===== src/rtl/piso_shift_register_if.sv =====
// Load handshake and serial output bundle for piso_shift_register.
// The master drives the word and the load request. The slave (the shifter) returns ready and the serial stream.
interface piso_shift_register_if #(
    parameter int WIDTH = 4
);
    logic [WIDTH-1:0] A;
    logic             load;
    logic             ready;
    logic             sout;
    logic             valid;
    logic             last;

    modport master (
        output A, load,
        input  ready, sout, valid, last
    );

    modport slave (
        input  A, load,
        output ready, sout, valid, last
    );
endinterface


===== src/rtl/piso_shift_register.sv =====
// Parallel-in / serial-out transmitter: captures a word on load && ready and emits it one bit per clock.
// The serial stream carries registered valid and last markers.
module piso_shift_register #(
    parameter int WIDTH     = 4,
    parameter bit MSB_FIRST = 1'b0
) (
    input  logic                   clk,
    input  logic                   rst,
    piso_shift_register_if.slave   bus
);
    localparam int CW = $clog2(WIDTH + 1);
    localparam logic [CW-1:0] LAST_IDX = CW'(WIDTH - 1);

    typedef enum logic {IDLE, SHIFT} state_t;

    state_t           state, state_d;
    logic [WIDTH-1:0] shreg, shreg_d, sh_next;
    logic [CW-1:0]    cnt, cnt_d, cnt_inc;
    logic             sout_q, sout_d;
    logic             valid_q, valid_d;
    logic             last_q, last_d;
    logic             ready;
    logic             accept;
    logic             at_last;

    assign ready   = (state == IDLE) || (valid_q && last_q);
    assign accept  = bus.load && ready;
    assign at_last = (cnt == LAST_IDX);
    assign cnt_inc = cnt + CW'(1);
    assign sh_next = MSB_FIRST ? (shreg << 1) : (shreg >> 1);

    // State register
    always_ff @(posedge clk) begin
        if (rst) begin
            state <= IDLE;
        end else begin
            state <= state_d;
        end
    end

    // Next-state logic
    always_comb begin
        state_d = state;
        case (state)
            IDLE:    if (accept) state_d = SHIFT;
            SHIFT:   if (at_last && !accept) state_d = IDLE;
            default: state_d = IDLE;
        endcase
    end

    // Output logic: next value of the registered stream and datapath.
    // The first bit is presented straight from A on the accepting edge, so shreg keeps the whole word.
    always_comb begin
        shreg_d = shreg;
        cnt_d   = cnt;
        sout_d  = 1'b0;
        valid_d = 1'b0;
        last_d  = 1'b0;
        if (accept) begin
            shreg_d = bus.A;
            cnt_d   = '0;
            sout_d  = MSB_FIRST ? bus.A[WIDTH-1] : bus.A[0];
            valid_d = 1'b1;
            last_d  = (WIDTH == 1);
        end else if (state == SHIFT && !at_last) begin
            shreg_d = sh_next;
            cnt_d   = cnt_inc;
            sout_d  = MSB_FIRST ? sh_next[WIDTH-1] : sh_next[0];
            valid_d = 1'b1;
            last_d  = (cnt_inc == LAST_IDX);
        end else begin
            shreg_d = '0;
            cnt_d   = '0;
        end
    end

    always_ff @(posedge clk) begin
        if (rst) begin
            shreg   <= '0;
            cnt     <= '0;
            sout_q  <= 1'b0;
            valid_q <= 1'b0;
            last_q  <= 1'b0;
        end else begin
            shreg   <= shreg_d;
            cnt     <= cnt_d;
            sout_q  <= sout_d;
            valid_q <= valid_d;
            last_q  <= last_d;
        end
    end

    assign bus.ready = ready;
    assign bus.sout  = sout_q;
    assign bus.valid = valid_q;
    assign bus.last  = last_q;
endmodule


===== src/flat_wrapper.sv =====
// flat-port wrapper written by rule: the top's interface ports become plain ports
module piso_shift_register_flat 
#(
    parameter int WIDTH     = 4,
    parameter bit MSB_FIRST = 1'b0
)
  (clk, rst, bus_A, bus_load, bus_ready, bus_sout, bus_valid, bus_last);
  piso_shift_register_if #(.WIDTH(WIDTH)) bus_i ();
  input  logic clk;
  input  logic rst;
  input wire logic [$bits(bus_i.A)-1:0] bus_A;
  input wire logic [$bits(bus_i.load)-1:0] bus_load;
  output wire logic [$bits(bus_i.ready)-1:0] bus_ready;
  output wire logic [$bits(bus_i.sout)-1:0] bus_sout;
  output wire logic [$bits(bus_i.valid)-1:0] bus_valid;
  output wire logic [$bits(bus_i.last)-1:0] bus_last;
  assign bus_i.A = bus_A;
  assign bus_i.load = bus_load;
  assign bus_ready = bus_i.ready;
  assign bus_sout = bus_i.sout;
  assign bus_valid = bus_i.valid;
  assign bus_last = bus_i.last;
  piso_shift_register #(.WIDTH(WIDTH), .MSB_FIRST(MSB_FIRST)) u_core (.clk(clk), .rst(rst), .bus(bus_i));
endmodule

===== config.mk =====
export PLATFORM = sky130hd
export DESIGN_NAME = piso_shift_register_flat
export DESIGN_NICKNAME = d
export VERILOG_FILES = /design/src/rtl/piso_shift_register_if.sv /design/src/rtl/piso_shift_register.sv /design/src/flat_wrapper.sv
export SDC_FILE = /design/constraint.sdc
export NUM_CORES = 1
export LEC_CHECK = 0
export BUFFER_PORTS_ARGS = -buffer_cell sky130_fd_sc_hd__buf_2
export CAP_MARGIN = 20
export CORE_AREA = 10 10 47 49
export CTS_CLUSTER_DIAMETER = 60
export DETAILED_ROUTE_END_ITERATION = 6
export DIE_AREA = 0 0 57 59
export SYNTH_ARGS = -nofsm -noshare
export SYNTH_HDL_FRONTEND = slang
export SYNTH_SLANG_ARGS = --single-unit

===== constraint.sdc =====
create_clock -name clk -period 1.4 [get_ports clk]
set_input_delay 0.07 -clock clk [delete_from_list [all_inputs] [get_ports clk]]
set_output_delay 0.07 -clock clk [all_outputs]
set_load 0.02 [all_outputs]

* Word-level counts from Yosys, hierarchy flattened
Cells that the tools add are included.
Word-level totals: bits in latches 0, flip-flop bits (word level) 11, word-level logic and storage cells 28, memories kept 0, input bits 7, output and inout port bits 4, memory bits (writable) 0, bits in read-only memories 0
Cells by class: shift-type cells 0, muxes and demuxes 9, $mul 0, divide/modulo/power cells 0, reduce and logical (&&, ||, !) cells 8, add/sub/neg operators 1, equal/unequal tests 2, bitwise logic cells 2, order comparisons 0
Operators with widths (count):
- 3-bit by 2-bit == test with 1-bit output, second input constant | 2
- 1-bit 2-to-1 mux | 6
- 1-bit logical AND | 4
- 4-bit 2-to-1 mux | 1
- 3-bit by 1-bit adder with 3-bit output, second input constant | 1
- 3-bit 2-to-1 mux | 1
- 3-bit OR reduction | 1
- 1-bit logical NOT | 2
- 1-bit inverter | 2
- 1-bit case mux with 2 select lines | 1
- 1-bit logical OR | 1

* Logic depth before layout (Yosys ltp)
Gate-level depths: netlist of run 1.
word-level depth 7, depth in mapped cells 5, mapped depth without buffers 5

* Worst setup path after synthesis of run 1
No wires, ideal clock.
path kind register to register, start register u_core.cnt[0], end register u_core.last_q (netlist: u_core.bus.last), required time 1.341 ns, cell stages (with the launch flop) 6, path buffers 0, setup time 0.059 ns, setup slack 0.206 ns, period minus slack after synthesis 1.194 ns, arrival time 1.134 ns, path through dfxtp_1 -> ha_1 -> ha_1 -> nor2_2 -> and3_4 -> and3_1
On the way: longest elaborated chain between the ends 5, elaborated cells between the ends (all ways) 7, classes of those cells 1 x add/sub; 2 x eq/ne; 1 x bitwise; 3 x reduce/logical
RTL lines:
- start, declared | line piso_shift_register.sv:18 | logic [CW-1:0] cnt, cnt_d, cnt_inc;
- start signal, assigned | line piso_shift_register.sv:86 | cnt <= cnt_d;
- branches (longest 5 deep; another with 3-bit by 1-bit adder with 3-bit output)
- end signal, assigned | line piso_shift_register.sv:89 | last_q <= last_d;
- end, declared | line piso_shift_register.sv:21 | logic last_q, last_d;
Several ways; the timed one is not identified. A chain may end at the register's enable or synchronous reset.

* Worst setup path in the final report of run 1
start register u_core.cnt[0], end register u_core.shreg[2]
On the way: longest elaborated chain between the ends 5
RTL lines:
- 3-bit by 2-bit == test with 1-bit output | line piso_shift_register.sv:28 | assign at_last = (cnt == LAST_IDX);
- 1-bit logical NOT | line piso_shift_register.sv:65 | end else if (state == SHIFT && !at_last) begin
- 1-bit logical AND | line piso_shift_register.sv:65
- 3-bit 2-to-1 mux | line piso_shift_register.sv:65
- 4-bit 2-to-1 mux | line piso_shift_register.sv:59 | if (accept) begin
- end signal, assigned | line piso_shift_register.sv:85 | shreg <= shreg_d;
- end, declared | line piso_shift_register.sv:17 | logic [WIDTH-1:0] shreg, shreg_d, sh_next;
Every way passes these cells.

==> flow_summary.yaml, run 1 <==
flow_run:
  cap_violations: 0
synth:
  synth_compound_area_share_pct: 13.9
  synth_nets: 43
  synth-seq-cells: 10
  synth_top_family_by_area: "simple AND/OR/NAND/NOR gates"
  netlist-cell-type-count: 14
  yosysSeqAreaShare_pct: 55.6
  netlist_area_um2: 360
  ys_warn_count: 0
  synthCells: 33
  synth_mux_area_share_pct: 0
  synth-simple-area-share_pct: 18.1
  synth-adder-area-share_pct: 10.4
  avgSynthCellArea_um2: 10.9
  synthXorXnorAreaFrac_pct: 0
pwr:
  vdd_drop_max_mv: 0.486
  power_density_nw_per_um2: 1310
  leakagePower_nw: 0.233
setup_path:
  crit_fanout: 4
  cp.arrival_ns: 1.42
  crit_path_end_kind: "flop"
  reg2reg_to: "u_core.shreg[2]$_SDFF_PP0_"
  required_ns: 1.56
  worstRegToRegCells: 5
  critPathLaunchType: "flop"
  rr_startpoint: "u_core.cnt[0]$_SDFF_PP0_"
  path_class: "reg2reg"
  rrSetupSlack_ns: 0.14
sta:
  finalHoldViolCount: 0
  min_period_ns: 1.26
  tightest_slew_ns: 0.272
  rsz0062_at_grt: "no"
  timing.setup.tns_ns: 0
  finalSetupViolations: 0
  skew_ns: 0.00196
  fin_crit_sh_pct: 90.1
  max_freq_mhz: 792
  final-max-slew-violation-count: 0
  relSlewSlack_pct: 81.8
cells_and_area:
  fin_cells: 64
  diodes: 0
  area_growth_pct: 33.7
  fillCellCount: 163
  drive_gt1_share_pct: 35.4
  nNetsFinal: 59
  multi_input_area_um2: 158
  ff_latch_area_um2: 200
route:
  vias: 288
  drc: 0
  wl_um: 692
  wl_per_cell_um: 10.8
  dr.pass1.iters: 2
  viasPerCell: 4.50
  drtIter0Drc: 1
  ant_nets: 0
worst_hold_path:
  min_to: "u_core.bus.sout$_SDFF_PP0_"
  hp-start: "bus_A[0]"
  hp-class: "in2reg"
  hold-path-cell-count: 2
floorplanning:
  dieArea_um2: 3360
  num_rows: 14
  die_h_um: 59
  die_x_um: 57
  core_um2: 1400
  io_pins: 11
  initial_utilization_pct: 25.7
grt:
  antenna_found_initial: 0
  grt_pass1_vias: 315
  grt-ovfl-total: 0
  grt_use_total_pct: 5.21
  grt_max_degree: 7
  grt_pass1_wl_um: 1340
run_status:
  status: "complete, no violations"
cts:
  clk_latency_ns: 0.26
  clock_tree.root_cell: "clkbuf_4"
  clk_path_buf_depth: 2
  cts_sinks: 10
  clkTransAtPathRegs_ns: 0.06
  cts_buffers: 3
  htreeDepth: 1
  cts_tree: "yes"
place:
  portBuffers: 10
  gp_congestion: 0.650
  dpl.cell_count: 59
==> logic make-up (layout without fill, tap and decap cells) <==
logic type | Yosys count | after routing
adder cells (fa/ha/maj) | 3 | 3
AND/OR/NAND/NOR | 12 | 12
flip-flops | 10 | 10
buffers and inverters | 2 | 17
AO/OA/AOI/OAI | 6 | 6
==> synth_stat cells <==
library cell  count  area, um^2
dfxtp_1          10         200
a22o_1            3        26.3
ha_1              3        37.5
nor2_1            3        11.3
a21o_1            2        15.0
inv_1             2        7.51
nand2_1           2        7.51
nand3_1           2        10.0
a21oi_2           1        8.76
and2_1            1        6.26
and3_1            1        6.26
and3_4            1        11.3
nand2b_1          1        6.26
nor2_2            1        6.26
==> placed cells by master, fill, tap and decap left out <==
cell type	synthesis	layout
a21o_1	2	2
a21oi_2	1	1
a22o_1	3	3
and2_1	1	1
and3_1	1	1
and3_4	1	1
buf_2	0	10
clkbuf_4	0	3
clkbuf_8	0	1
dfxtp_1	10	10
dlygate4sd3_1	0	1
ha_1	3	3
inv_1	2	2
nand2_1	2	2
nand2b_1	1	1
nand3_1	2	2
nor2_1	3	3
nor2_4	0	1
==> worst max-delay path: stages, from the launching register on <==
cell,delay [ns]
dfxtp_1,0.36
ha_1,0.16
ha_1,0.19
nor2_4,0.05
and3_4,0.18
a22o_1,0.22
==> report_power, final <==
group          switching (W)  total (W)  internal (W)  leakage, nW
sequential         0.0000116   0.000312      0.000300       0.0819
combinational      0.0000319  0.0000616     0.0000297        0.131
clock              0.0000979   0.000256      0.000158       0.0210
total               0.000141   0.000629      0.000488        0.233
==> final cells by class <==
| cell class | instances | area share, % |
|---|---|---|
| sequential | 10 | 41.6 |
| multi-input combinational | 21 | 32.7 |
| timing repair buffer | 11 | 12.5 |
| clock buffer | 4 | 7.53 |
| tap | 16 | 4.16 |
| inverter | 2 | 1.56 |
==> timing repair <==
action | 4_1_cts | 5_1_grt
hold endpoints to repair | 1 | 0
setup buffers | 0 | 0
hold buffers | 1 | 0
resized for setup | 0 | 1
setup endpoints to repair | 0 | 3
==> sequential cells by signal (all words and copies together), names as in the netlist <==
register          flops
u_core.cnt            3
u_core.shreg          3
u_core.bus.last       1
u_core.bus.sout       1
u_core.bus.valid      1
u_core.state          1
==> layer usage <==
metal  vias up  part of all wire (%)  track usage [%]
li1        145                     -                -
met1       128                    44             5.88
met2        11                    40             6.05
met3         4                    12             3.00
met4         0                   3.5             6.04
met5         -                     0                0
==> worst max path at each step <==
stage          cells past startpoint                         end                startpoint
3_5_place_dp                       5  u_core.bus.last$_SDFF_PP0_  u_core.cnt[0]$_SDFF_PP0_
3_3_place_gp                       5  u_core.bus.last$_SDFF_PP0_  u_core.cnt[0]$_SDFF_PP0_
6_report                           5  u_core.shreg[2]$_SDFF_PP0_  u_core.cnt[0]$_SDFF_PP0_
5_1_grt                            5  u_core.bus.last$_SDFF_PP0_  u_core.cnt[0]$_SDFF_PP0_
2_1_floorplan                      5  u_core.bus.last$_SDFF_PP0_  u_core.cnt[0]$_SDFF_PP0_
4_1_cts                            5  u_core.bus.last$_SDFF_PP0_  u_core.cnt[0]$_SDFF_PP0_
==> through the flow <==
| step | setup slack [ns] | hold slack [ns] | area, um^2 | total power, W | util, % |
|---|---|---|---|---|---|
| floorplan | 0.206 | 0.192 | 360 | 0.000353 | - |
| global placement | 0.129 | 0.268 | 430 | 0.000377 | 30.7 |
| detailed placement | 0.130 | 0.274 | 430 | 0.000378 | 30.7 |
| CTS | 0.109 | 0.00738 | 477 | 0.000643 | 34.0 |
| global route | 0.0231 | 0.0175 | 482 | 0.000667 | 34.4 |
| finish | 0.138 | 0.0138 | 482 | 0.000629 | 34.4 |
Power figures use the tool's default switching activity.
==> inputs of run 2 (changes only) <==
--- a/config.mk
+++ b/config.mk
@@ -11,6 +11,8 @@
 export CTS_CLUSTER_DIAMETER = 60
 export DETAILED_ROUTE_END_ITERATION = 6
 export DIE_AREA = 0 0 57 59
+export RECOVER_POWER = 100
+export SKIP_CTS_REPAIR_TIMING = 1
 export SYNTH_ARGS = -nofsm -noshare
 export SYNTH_HDL_FRONTEND = slang
 export SYNTH_SLANG_ARGS = --single-unit
==> run 2 against run 1 <==
- final cell count down 1.6%
- first-iteration DRC count unchanged
- utilization down 1.3 points
- hold slack worse by 0.015 ns
- final area down 3.9%
- the flow now finishes with violations (hold timing)
- highest routed layer unchanged
- critical path depth unchanged
- maximum frequency about the same
- flip-flop and latch count unchanged
- global-route usage unchanged
==> flow_summary.yaml, run 2 (synthesis results as in run 1) <==
run_status:
  status: "complete, but fails checks"
  violations: "hold timing"
place:
  gp_congestion: 0.650
  dp_slack_ns: 0.130
  portBuffers: 10
  postPlaceCellArea_um2: 430
grt:
  grt_pass1_wl_um: 1340
  grt_use_total_pct: 5.21
  grt-ovfl-total: 0
  grt_max_degree: 7
  grt_pass1_vias: 315
  antenna_found_initial: 0
setup_path:
  required_ns: 1.56
  cp_num_buf_inv: 0
  crit_fanout: 4
  path_class: "reg2reg"
  cp_common_cell: "ha_1"
  cp.arrival_ns: 1.42
  cp_slowest_stage_delay_ns: 0.36
  crit_path_end_kind: "flop"
  worstRegToRegCells: 5
  worst-path-stages: 5
  critPathLaunchType: "flop"
  worstPathCellList: "ha_1, ha_1, nor2_4, and3_4, a22o_1"
  cp_slowest_cell: "dfxtp_1"
  cp_top_family: "flip-flops"
cells_and_area:
  ff_latch_area_um2: 200
  fillCellCount: 168
  design_area_um2: 463
  reg.largest.list: "u_core.cnt (3), u_core.shreg (3)"
  layout_commonest_cell: "dfxtp_1"
  multi_input_area_um2: 154
  nNetsFinal: 58
  final_cell_mix: "10 x dfxtp_1, 6 x buf_2, 4 x clkbuf_1"
  drive_gt1_share_pct: 25.5
  area_growth_pct: 28.5
  diodes: 0
sta:
  max_freq_mhz: 793
  fin_crit_sh_pct: 90.1
  skew_ns: 0.00206
  min_period_ns: 1.26
  relSlewSlack_pct: 70.1
  timing.setup.tns_ns: 0
  finalSetupViolations: 0
  finalHoldViolCount: 1
  rsz0062_at_grt: "no"
  layout_setup_ws_ns: 0.139
  tightest_slew_ns: 0.448
  holdWs_ns: -0.000877
  final-max-slew-violation-count: 0
cts:
  clock_tree.root_cell: "clkbuf_4"
  cts_buffers: 3
  clkTransAtPathRegs_ns: 0.06
  htreeDepth: 1
  clk_latency_ns: 0.26
  clk_path_buf_depth: 2
  cts_sinks: 10
  cts_tree: "yes"
pwr:
  power_density_nw_per_um2: 1350
  leakagePower_nw: 0.215
  vdd_drop_max_mv: 0.486
  totalPowerFinal_w: 0.000624
route:
  wl_um: 696
  viasPerCell: 4.49
  vias: 283
  drtIter0Drc: 1
  dr.pass1.iters: 2
  ant_nets: 0
  wl_per_cell_um: 11.0
  drc: 0
floorplanning:
  die_h_um: 59
  initial_utilization_pct: 25.7
  io_pins: 11
  num_rows: 14
  dieArea_um2: 3360
  core_um2: 1400
  die_x_um: 57
flow_run:
  cap_violations: 0
worst_hold_path:
  hp-class: "in2reg"
  hold-path-cell-count: 2
[run 2: cell count changes in the layout (fill, tap and decap cells not counted), sizes merged]
| cell | before | now |
|---|---|---|
| buf | 10 | 6 |
| clkbuf | 4 | 8 |
| dlygate4sd3 | 1 | 0 |
[run 2: per-layer routing]
metal  track usage, %  up-vias  part of all wire [%]
met5                0        -                     0
met4             6.04        0                   3.4
met3             3.00        4                    12
met2             6.05       11                    39
met1             5.88      125                    45
li1                 -      143                     -
[run 2: per-stage QoR]
| stage | instances | hold WS, ns | util [%] |
|---|---|---|---|
| after floorplan | 33 | 0.192 | - |
| after global placement | 59 | 0.268 | 30.7 |
| after detailed placement | 59 | 0.274 | 30.7 |
| after CTS | 63 | -0.00870 | 33.3 |
| after global routing | 63 | 0.0175 | 33.0 |
| final | 63 | -0.000877 | 33.0 |
[run 2: final cells by class]
class	instances	share of cell area (%)
Multi-Input combinational cell	21	33.2
Tap cell	16	4.32
Clock buffer	4	7.84
Inverter	2	1.62
Sequential cell	10	43.2
Timing Repair Buffer	10	9.73
[run 2: final timing paths]
| path | from | end | slack (ns) |
|---|---|---|---|
| max reg2reg | u_core.cnt[0]$_SDFF_PP0_ | u_core.shreg[2]$_SDFF_PP0_ | 0.14 |
| min reg2reg | u_core.shreg[1]$_SDFF_PP0_ | u_core.bus.sout$_SDFF_PP0_ | 0.45 |
| max | u_core.cnt[0]$_SDFF_PP0_ | u_core.shreg[2]$_SDFF_PP0_ | 0.14 |
| min | bus_A[3] | u_core.shreg[3]$_SDFF_PP0_ | -0.0009 |
[run 2: power by group]
group          internal, W  leakage [nW]  switching [W]   total, W
Combinational    0.0000252         0.112      0.0000315  0.0000567
Clock             0.000158        0.0210      0.0000981   0.000256
Sequential        0.000300        0.0819      0.0000112   0.000312
Total             0.000484         0.215       0.000141   0.000624
